$ cat src/rtl/reg_wr_pkg.sv
// reg_wr_pkg: shared types and helpers for the register write arbiter.
//   - state_t      : arbiter FSM state encoding (ST_IDLE, ST_GRANT)
//   - DEF_*        : default parameter values for the arbiter
//   - addr_dec_bit : one bit of the one-hot address decode, range-checked
//                    against the bank size
package reg_wr_pkg;

    typedef enum logic {
        ST_IDLE  = 1'b0,
        ST_GRANT = 1'b1
    } state_t;

    localparam int DEF_N_REQ  = 4;
    localparam int DEF_N_REG  = 8;
    localparam int DEF_ADDR_W = 3;

    // Bit 'idx' of the one-hot decode of 'addr' over an n_reg-wide bank.
    // Addresses at or beyond n_reg decode to all-zero, so an out-of-range
    // write never reaches a cell.
    function automatic logic addr_dec_bit(input int unsigned addr,
                                          input int unsigned idx,
                                          input int unsigned n_reg);
        return (addr < n_reg) && (addr == idx);
    endfunction

endpackage

$ cat src/rtl/reg_wr_arbiter_rr_pick.sv
// rr_pick: combinational round-robin selector.
// Scans req starting at ptr, wrapping modulo N_REQ, and reports the first
// set bit.
// Ports:
//   req     in  N_REQ  request vector
//   ptr     in  PTR_W  highest-priority requester index
//   win_oh  out N_REQ  one-hot winner (zero when no request)
//   win_idx out PTR_W  winner index (zero when no request)
//   any_req out 1      at least one request is pending
module rr_pick #(
    parameter int N_REQ = 4,
    parameter int PTR_W = $clog2(N_REQ)
) (
    input  logic [N_REQ-1:0] req,
    input  logic [PTR_W-1:0] ptr,
    output logic [N_REQ-1:0] win_oh,
    output logic [PTR_W-1:0] win_idx,
    output logic             any_req
);

    int                 pos;
    logic [PTR_W-1:0]   cand;
    logic               found;

    always_comb begin
        win_oh  = '0;
        win_idx = '0;
        any_req = |req;
        found   = 1'b0;
        pos     = 0;
        cand    = '0;
        for (int i = 0; i < N_REQ; i++) begin
            // ptr + i can exceed N_REQ-1 by at most N_REQ-1, so one
            // subtraction is enough to wrap.
            pos = int'(ptr) + i;
            if (pos >= N_REQ)
                pos = pos - N_REQ;
            cand = PTR_W'(pos);
            if (!found && req[cand]) begin
                found        = 1'b1;
                win_oh[cand] = 1'b1;
                win_idx      = cand;
            end
        end
    end

endmodule

$ cat src/rtl/reg_wr_arbiter.sv
// reg_wr_arbiter: round-robin write arbiter in front of a bank of 1-bit
// enable registers. Each requester posts (addr, data). One winner per
// arbitration drives a one-hot cell enable and the shared data bit for
// exactly one cycle. The arbiter then idles one cycle before the next
// arbitration.
// Ports:
//   clk_i   in  1             clock, rising edge
//   nrst_i  in  1             asynchronous active-low reset
//   req_i   in  N_REQ         per-requester write request (level)
//   addr_i  in  N_REQ*ADDR_W  packed addresses, requester k at [k*ADDR_W +: ADDR_W]
//   data_i  in  N_REQ         per-requester write data
//   gnt_o   out N_REQ         one-hot grant pulse
//   en_o    out N_REG         one-hot cell write enables
//   d_o     out 1             shared data bit to the cells
//   busy_o  out 1             high while in GRANT
//   err_o   out 1             (REG_WR_ADDR_CHK_EN only) winner address out of range
// Optional feature macro: REG_WR_ADDR_CHK_EN adds err_o and an elaboration
// check that 2**ADDR_W >= N_REG.
module reg_wr_arbiter
    import reg_wr_pkg::*;
#(
    parameter int N_REQ  = DEF_N_REQ,
    parameter int N_REG  = DEF_N_REG,
    parameter int ADDR_W = DEF_ADDR_W
) (
    input  logic                      clk_i,
    input  logic                      nrst_i,
    input  logic [N_REQ-1:0]          req_i,
    input  logic [N_REQ*ADDR_W-1:0]   addr_i,
    input  logic [N_REQ-1:0]          data_i,
    output logic [N_REQ-1:0]          gnt_o,
    output logic [N_REG-1:0]          en_o,
    output logic                      d_o,
`ifdef REG_WR_ADDR_CHK_EN
    output logic                      err_o,
`endif
    output logic                      busy_o
);

    localparam int PTR_W = $clog2(N_REQ);

`ifdef REG_WR_ADDR_CHK_EN
    if ((1 << ADDR_W) < N_REG) begin : g_addr_w_chk
        $error("reg_wr_arbiter: ADDR_W too narrow to address N_REG cells");
    end
`endif

    state_t             state, state_nxt;
    logic [PTR_W-1:0]   ptr, ptr_nxt;
    logic [N_REQ-1:0]   gnt_nxt;
    logic [N_REG-1:0]   en_nxt;
    logic               d_nxt;
    logic               busy_nxt;
    logic               err_nxt;

    logic [N_REQ-1:0]   win_oh;
    logic [PTR_W-1:0]   win_idx;
    logic               any_req;
    logic [ADDR_W-1:0]  win_addr;
    logic [N_REG-1:0]   win_en;
    logic               win_oor;

    // Unpack the address bus so the winner can be selected by index.
    logic [ADDR_W-1:0]  addr_arr [N_REQ];
    for (genvar k = 0; k < N_REQ; k++) begin : g_addr
        assign addr_arr[k] = addr_i[k*ADDR_W +: ADDR_W];
    end

    rr_pick #(
        .N_REQ (N_REQ),
        .PTR_W (PTR_W)
    ) u_pick (
        .req     (req_i),
        .ptr     (ptr),
        .win_oh  (win_oh),
        .win_idx (win_idx),
        .any_req (any_req)
    );

    assign win_addr = addr_arr[win_idx];
    assign win_oor  = !(int'(win_addr) < N_REG);

    always_comb begin
        win_en = '0;
        for (int r = 0; r < N_REG; r++)
            win_en[r] = addr_dec_bit(int'(win_addr), r, N_REG);
    end

    always_comb begin
        state_nxt = state;
        ptr_nxt   = ptr;
        gnt_nxt   = '0;
        en_nxt    = '0;
        d_nxt     = d_o;          // data bit is sticky between grants
        busy_nxt  = 1'b0;
        err_nxt   = 1'b0;
        case (state)
            ST_IDLE: begin
                if (any_req) begin
                    state_nxt = ST_GRANT;
                    gnt_nxt   = win_oh;
                    en_nxt    = win_en;
                    d_nxt     = data_i[win_idx];
                    busy_nxt  = 1'b1;
                    err_nxt   = win_oor;
                    // The winner drops to lowest priority next round.
                    ptr_nxt   = (win_idx == PTR_W'(N_REQ - 1)) ? '0 : win_idx + 1'b1;
                end
            end
            ST_GRANT: begin
                // Requests seen here are ignored. This keeps a
                // slow-to-drop requester from being granted twice.
                state_nxt = ST_IDLE;
            end
            default: state_nxt = ST_IDLE;
        endcase
    end

    always_ff @(posedge clk_i or negedge nrst_i) begin
        if (!nrst_i) begin
            state  <= ST_IDLE;
            ptr    <= '0;
            gnt_o  <= '0;
            en_o   <= '0;
            d_o    <= 1'b0;
            busy_o <= 1'b0;
        end else begin
            state  <= state_nxt;
            ptr    <= ptr_nxt;
            gnt_o  <= gnt_nxt;
            en_o   <= en_nxt;
            d_o    <= d_nxt;
            busy_o <= busy_nxt;
        end
    end

`ifdef REG_WR_ADDR_CHK_EN
    always_ff @(posedge clk_i or negedge nrst_i) begin
        if (!nrst_i)
            err_o <= 1'b0;
        else
            err_o <= err_nxt;
    end
`else
    // err_nxt has no consumer without the address check port.
    logic unused_err;
    assign unused_err = err_nxt;
`endif

endmodule
$ cat config.mk
export PLATFORM = sky130hd
export DESIGN_NAME = reg_wr_arbiter
export DESIGN_NICKNAME = d
export VERILOG_FILES = /design/src/rtl/reg_wr_pkg.sv /design/src/rtl/reg_wr_arbiter_rr_pick.sv /design/src/rtl/reg_wr_arbiter.sv
export SDC_FILE = /design/constraint.sdc
export NUM_CORES = 1
export LEC_CHECK = 0
export ABC_AREA = 1
export CELL_PAD_IN_SITES_DETAIL_PLACEMENT = 1
export CELL_PAD_IN_SITES_GLOBAL_PLACEMENT = 2
export CORE_MARGIN = 3
export CORE_UTILIZATION = 37
export CTS_CLUSTER_DIAMETER = 120
export DETAILED_ROUTE_END_ITERATION = 6
export DONT_BUFFER_PORTS = 1
export PLACE_DENSITY_LB_ADDON = 0.3
export SYNTH_ARGS = -nofsm -noshare
export SYNTH_HDL_FRONTEND = slang
export SYNTH_SLANG_ARGS = --single-unit
$ cat constraint.sdc
create_clock -name clk_i -period 4.65 [get_ports clk_i]
set_input_delay 0.465 -clock clk_i [delete_from_list [all_inputs] [get_ports clk_i]]
set_output_delay 0.465 -clock clk_i [all_outputs]
set_load 0.02 [all_outputs]
==> results.md <==
- The flow ran to the end, and the final reports show no timing, DRC or antenna violations.
- The row count is 21.
- In this run the horizontal extent of the chip is between 60 and 70 um.
- The max-cap violation count is 0.
- The arrival time of the worst setup path is approximately 3 ns.
- For this run the aggregate overflow at the end of global routing stands at 0.
- The total count of max-transition violations in the final report is 0.
- The post-synthesis instance area is 1400 um2.
- The first global-routing pass estimated 5910 um of wire.
- The setup slack of the most critical reg-to-reg path is 1.88 ns.
- The final setup skew is between 0.003 and 0.004 ns.
- The filler cell count in the final layout is roughly 450.
- In this run the critical register-to-register path is captured at en_o[5].
- For the pin with the worst max-slew slack, the measured transition is roughly 0.69 ns.
- The TritonCTS clock tree is built.
- Synthesis inferred 16 register bits.
- The standard cell core area is 3490 um2.
- The adder and majority cell fraction of the synthesized area is 0.0714.
- The HPWL after detailed placement is 2910 um.
- The source of the worst register-to-register timing path is ptr[0].
- The total die area is 4560 um2.
- The remaining max-slew budget at the tightest pin is 0.535.
- The first detailed-routing pass ran for 4 iterations.
- From synthesis to final layout, the design area changed by 5.98%.
- For this run, the register share of the synthesized area comes to 0.286.
- The post-route setup TNS is 0 ns.
- Across the whole layout, storage elements account for 400 um2.
- Once the clock tree was built, the setup fixing pass inserted 0 buffers.
- In the finished design, the share of the clock period the worst path needs comes to 0.596.
- The footprint of the multi-input gates is 835 um2.
- The synthesized netlist cell count is slightly below 200.
- The port buffer count is 0.
- Setup repair after global routing left no endpoint under its margin.
- The most common cell after layout, fill and taps aside is nand2_1.
- A synthesized cell averages 7.19 um2.
- The effective utilization at floorplan is 0.401.
- Of the cells placed in the final design, the portion with a size suffix greater than 1 is 0.153.
- Of all nets on the critical path, the largest fanout is 15.
- The cell count of the worst hold path is 5.
- The min-delay analysis places its worst path in the category in2reg.
- The total count of hold-check failures in the final report is 0.
- Using the TritonRoute via totals, the vias-per-cell ratio works out to a little over 5.
- The hold path startpoint is addr_i[4].
- 0 antenna diodes ended up in the layout.
- In this run the vertical extent of the chip is approximately 68 um.
- Entering global routing, the biggest net connects 17 pins.
- In the global route stage, overall resource usage came out at 0.167.
- The overall via count from detail_route is 1245.
- Clock tree synthesis selected as its root buffer the cell clkbuf_8.
- The number of nets handed over by synthesis was 225.
- Clock latency on the worst-skew pair, taken at its later pin, is roughly 0.25 ns.
- The number of CTS-inserted buffers is 3.
- The final antenna-violating net count is 0.
- The worst setup path is captured at a register.
- After detailed routing, the number of remaining DRC violations is 0.
- The top cell types in the final layout, fill and taps aside, are nand2_1, nand3_1, inv_1.
- The main combinational cell family by area after synthesis is simple AND/OR/NAND/NOR gates.
- Setup violations remaining at the end of the flow were counted as 0.
- The number of sinks driven by the clock tree is 16.
- Data on the critical path is required at its endpoint by 4.82 ns.
- The post-route core utilization is 0.425.
- The length in cells of the worst reg-to-reg path is 13.
- The mux share of post-synthesis cell area is 0.
- The number of DRC violations after detailed-routing iteration 0 is 28.
- The via count of the first global-routing pass is 1256.
- The worst setup path is of the reg2reg kind.
- For the finished layout, the period the worst path requires is ~2.8 ns.
- Clock-pin slew was measured on the worst setup and hold paths at 0.06 ns.
- The maximum frequency from static timing analysis is 361 MHz.
- The number of ports placed on the die boundary is 36.
- For hold timing, the worst endpoint is en_o[1].
- The wire length per cell after detailed routing is 14.5 um.
- The last weighted congestion value of the routability-driven placer is 0.824.
- The category of the worst setup path launch point is a register.
- After synthesis, the netlist uses 29 different library cells.
- The total number of yosys warnings is 0.
- After detailed routing, the total wire length is approximately 3500 um.
- The post-synthesis compound-gate area fraction is 0.0500.
- The total number of H-tree levels is 1.
- No sink is reached through more buffers than the 2 on the longest clock path.
- The initial antenna violation count is 0.
- Of the total synthesized cell area, the portion taken by AND, OR, NAND and NOR gates is 0.468.
- The final layout contains 227 nets.
- Of the total synthesized cell area, the portion taken by XOR and XNOR cells is 0.00625.
## per-stage QoR
stage	area [um2]	setup slack [ns]	hold slack [ns]	cells
floorplan	1400	2.48	0.169	195
finish	1490	1.88	0.533	242
detailed placement	1420	1.91	0.170	237
global placement	1420	2.06	0.170	237
global route	1490	1.64	0.616	242
CTS	1490	1.90	0.541	242
## flip-flops by register name, summed over array words and instances, names as in the netlist
name	flops
d_o	1
ptr	2
en_o	8
busy_o	1
gnt_o	4
## worst max-delay path by stage
stage	startpoint	cells past startpoint	slack, ns	to
finish	ptr[0]	13	1.88	en_o[5]
global route	ptr[0]	14	1.64	en_o[0]
CTS	ptr[0]	14	1.90	en_o[2]
detailed placement	ptr[0]	14	1.91	en_o[2]
global placement	ptr[0]	14	2.06	en_o[1]
floorplan	ptr[0]	14	2.48	en_o[4]
## synth_stat cells
library cell  instances  area share
o2111ai_1             2       0.013
nand4_2               1      0.0089
nand2_8               1       0.014
inv_6                 1      0.0063
dfrtp_1              16        0.29
nor2_4                1      0.0080
a21oi_1               3       0.011
o21ai_0               3       0.011
nand3b_1              3       0.016
o22ai_1               1      0.0045
nor2_1                9       0.024
a31oi_1               1      0.0045
nand3_2               3       0.021
nand4_1               2      0.0089
inv_4                 1      0.0045
xor2_1                1      0.0063
o21ai_1               2      0.0071
nor2_8                1       0.014
buf_6                 3       0.024
nand3_1              29        0.10
nand4_4               1       0.015
ha_1                  8       0.071
inv_2                 3      0.0080
buf_2                 1      0.0036
nand2_4               5       0.040
nand2_1              57        0.15
nand2_2               8       0.036
inv_1                27       0.072
nor4_1                1      0.0045
## layer usage
layer  GRT usage  up-vias  part of all wire
li1            -      623                 -
met1       0.225      589              0.48
met2       0.275       31              0.45
met3      0.0333        2             0.060
met4      0.0329        0            0.0048
met5           0        -                 0
## what timing repair did
item,4_1_cts,5_1_grt
hold endpoints to repair,16,0
resized for setup,0,0
hold buffers,1,0
## final cells by class
cell class / count / area share
Tap cell: 46 / 0.0388
Inverter: 32 / 0.0859
Multi-Input combinational cell: 143 / 0.562
Timing Repair Buffer: 1 / 0.00674
Sequential cell: 16 / 0.270
Clock buffer: 4 / 0.0371
## worst max-delay path, cell delays in order, from the launching register on
cell and delay [ns]:
dfrtp_1 0.68, inv_6 0.14, ha_1 0.40, inv_1 0.11, nand3_2 0.10, nand2_4 0.12, inv_4 0.05, nor2_8 0.11
nand4_4 0.21, nand2_4 0.25, nand2_1 0.11, nand3_1 0.09, nand3_1 0.14, nor2_1 0.18
## logic make-up (layout without fill, tap and decap cells)
logic type      after synthesis  in the layout
fa+ha+maj                     8              8
buf+inv                      36             37
compound gates               12             12
simple gates                122            122
xor+xnor                      1              1
flops                        16             16
Power is left out: the tool's default activity adds up to more than one toggle a clock period on the data nets, which glitch-free logic cannot reach.
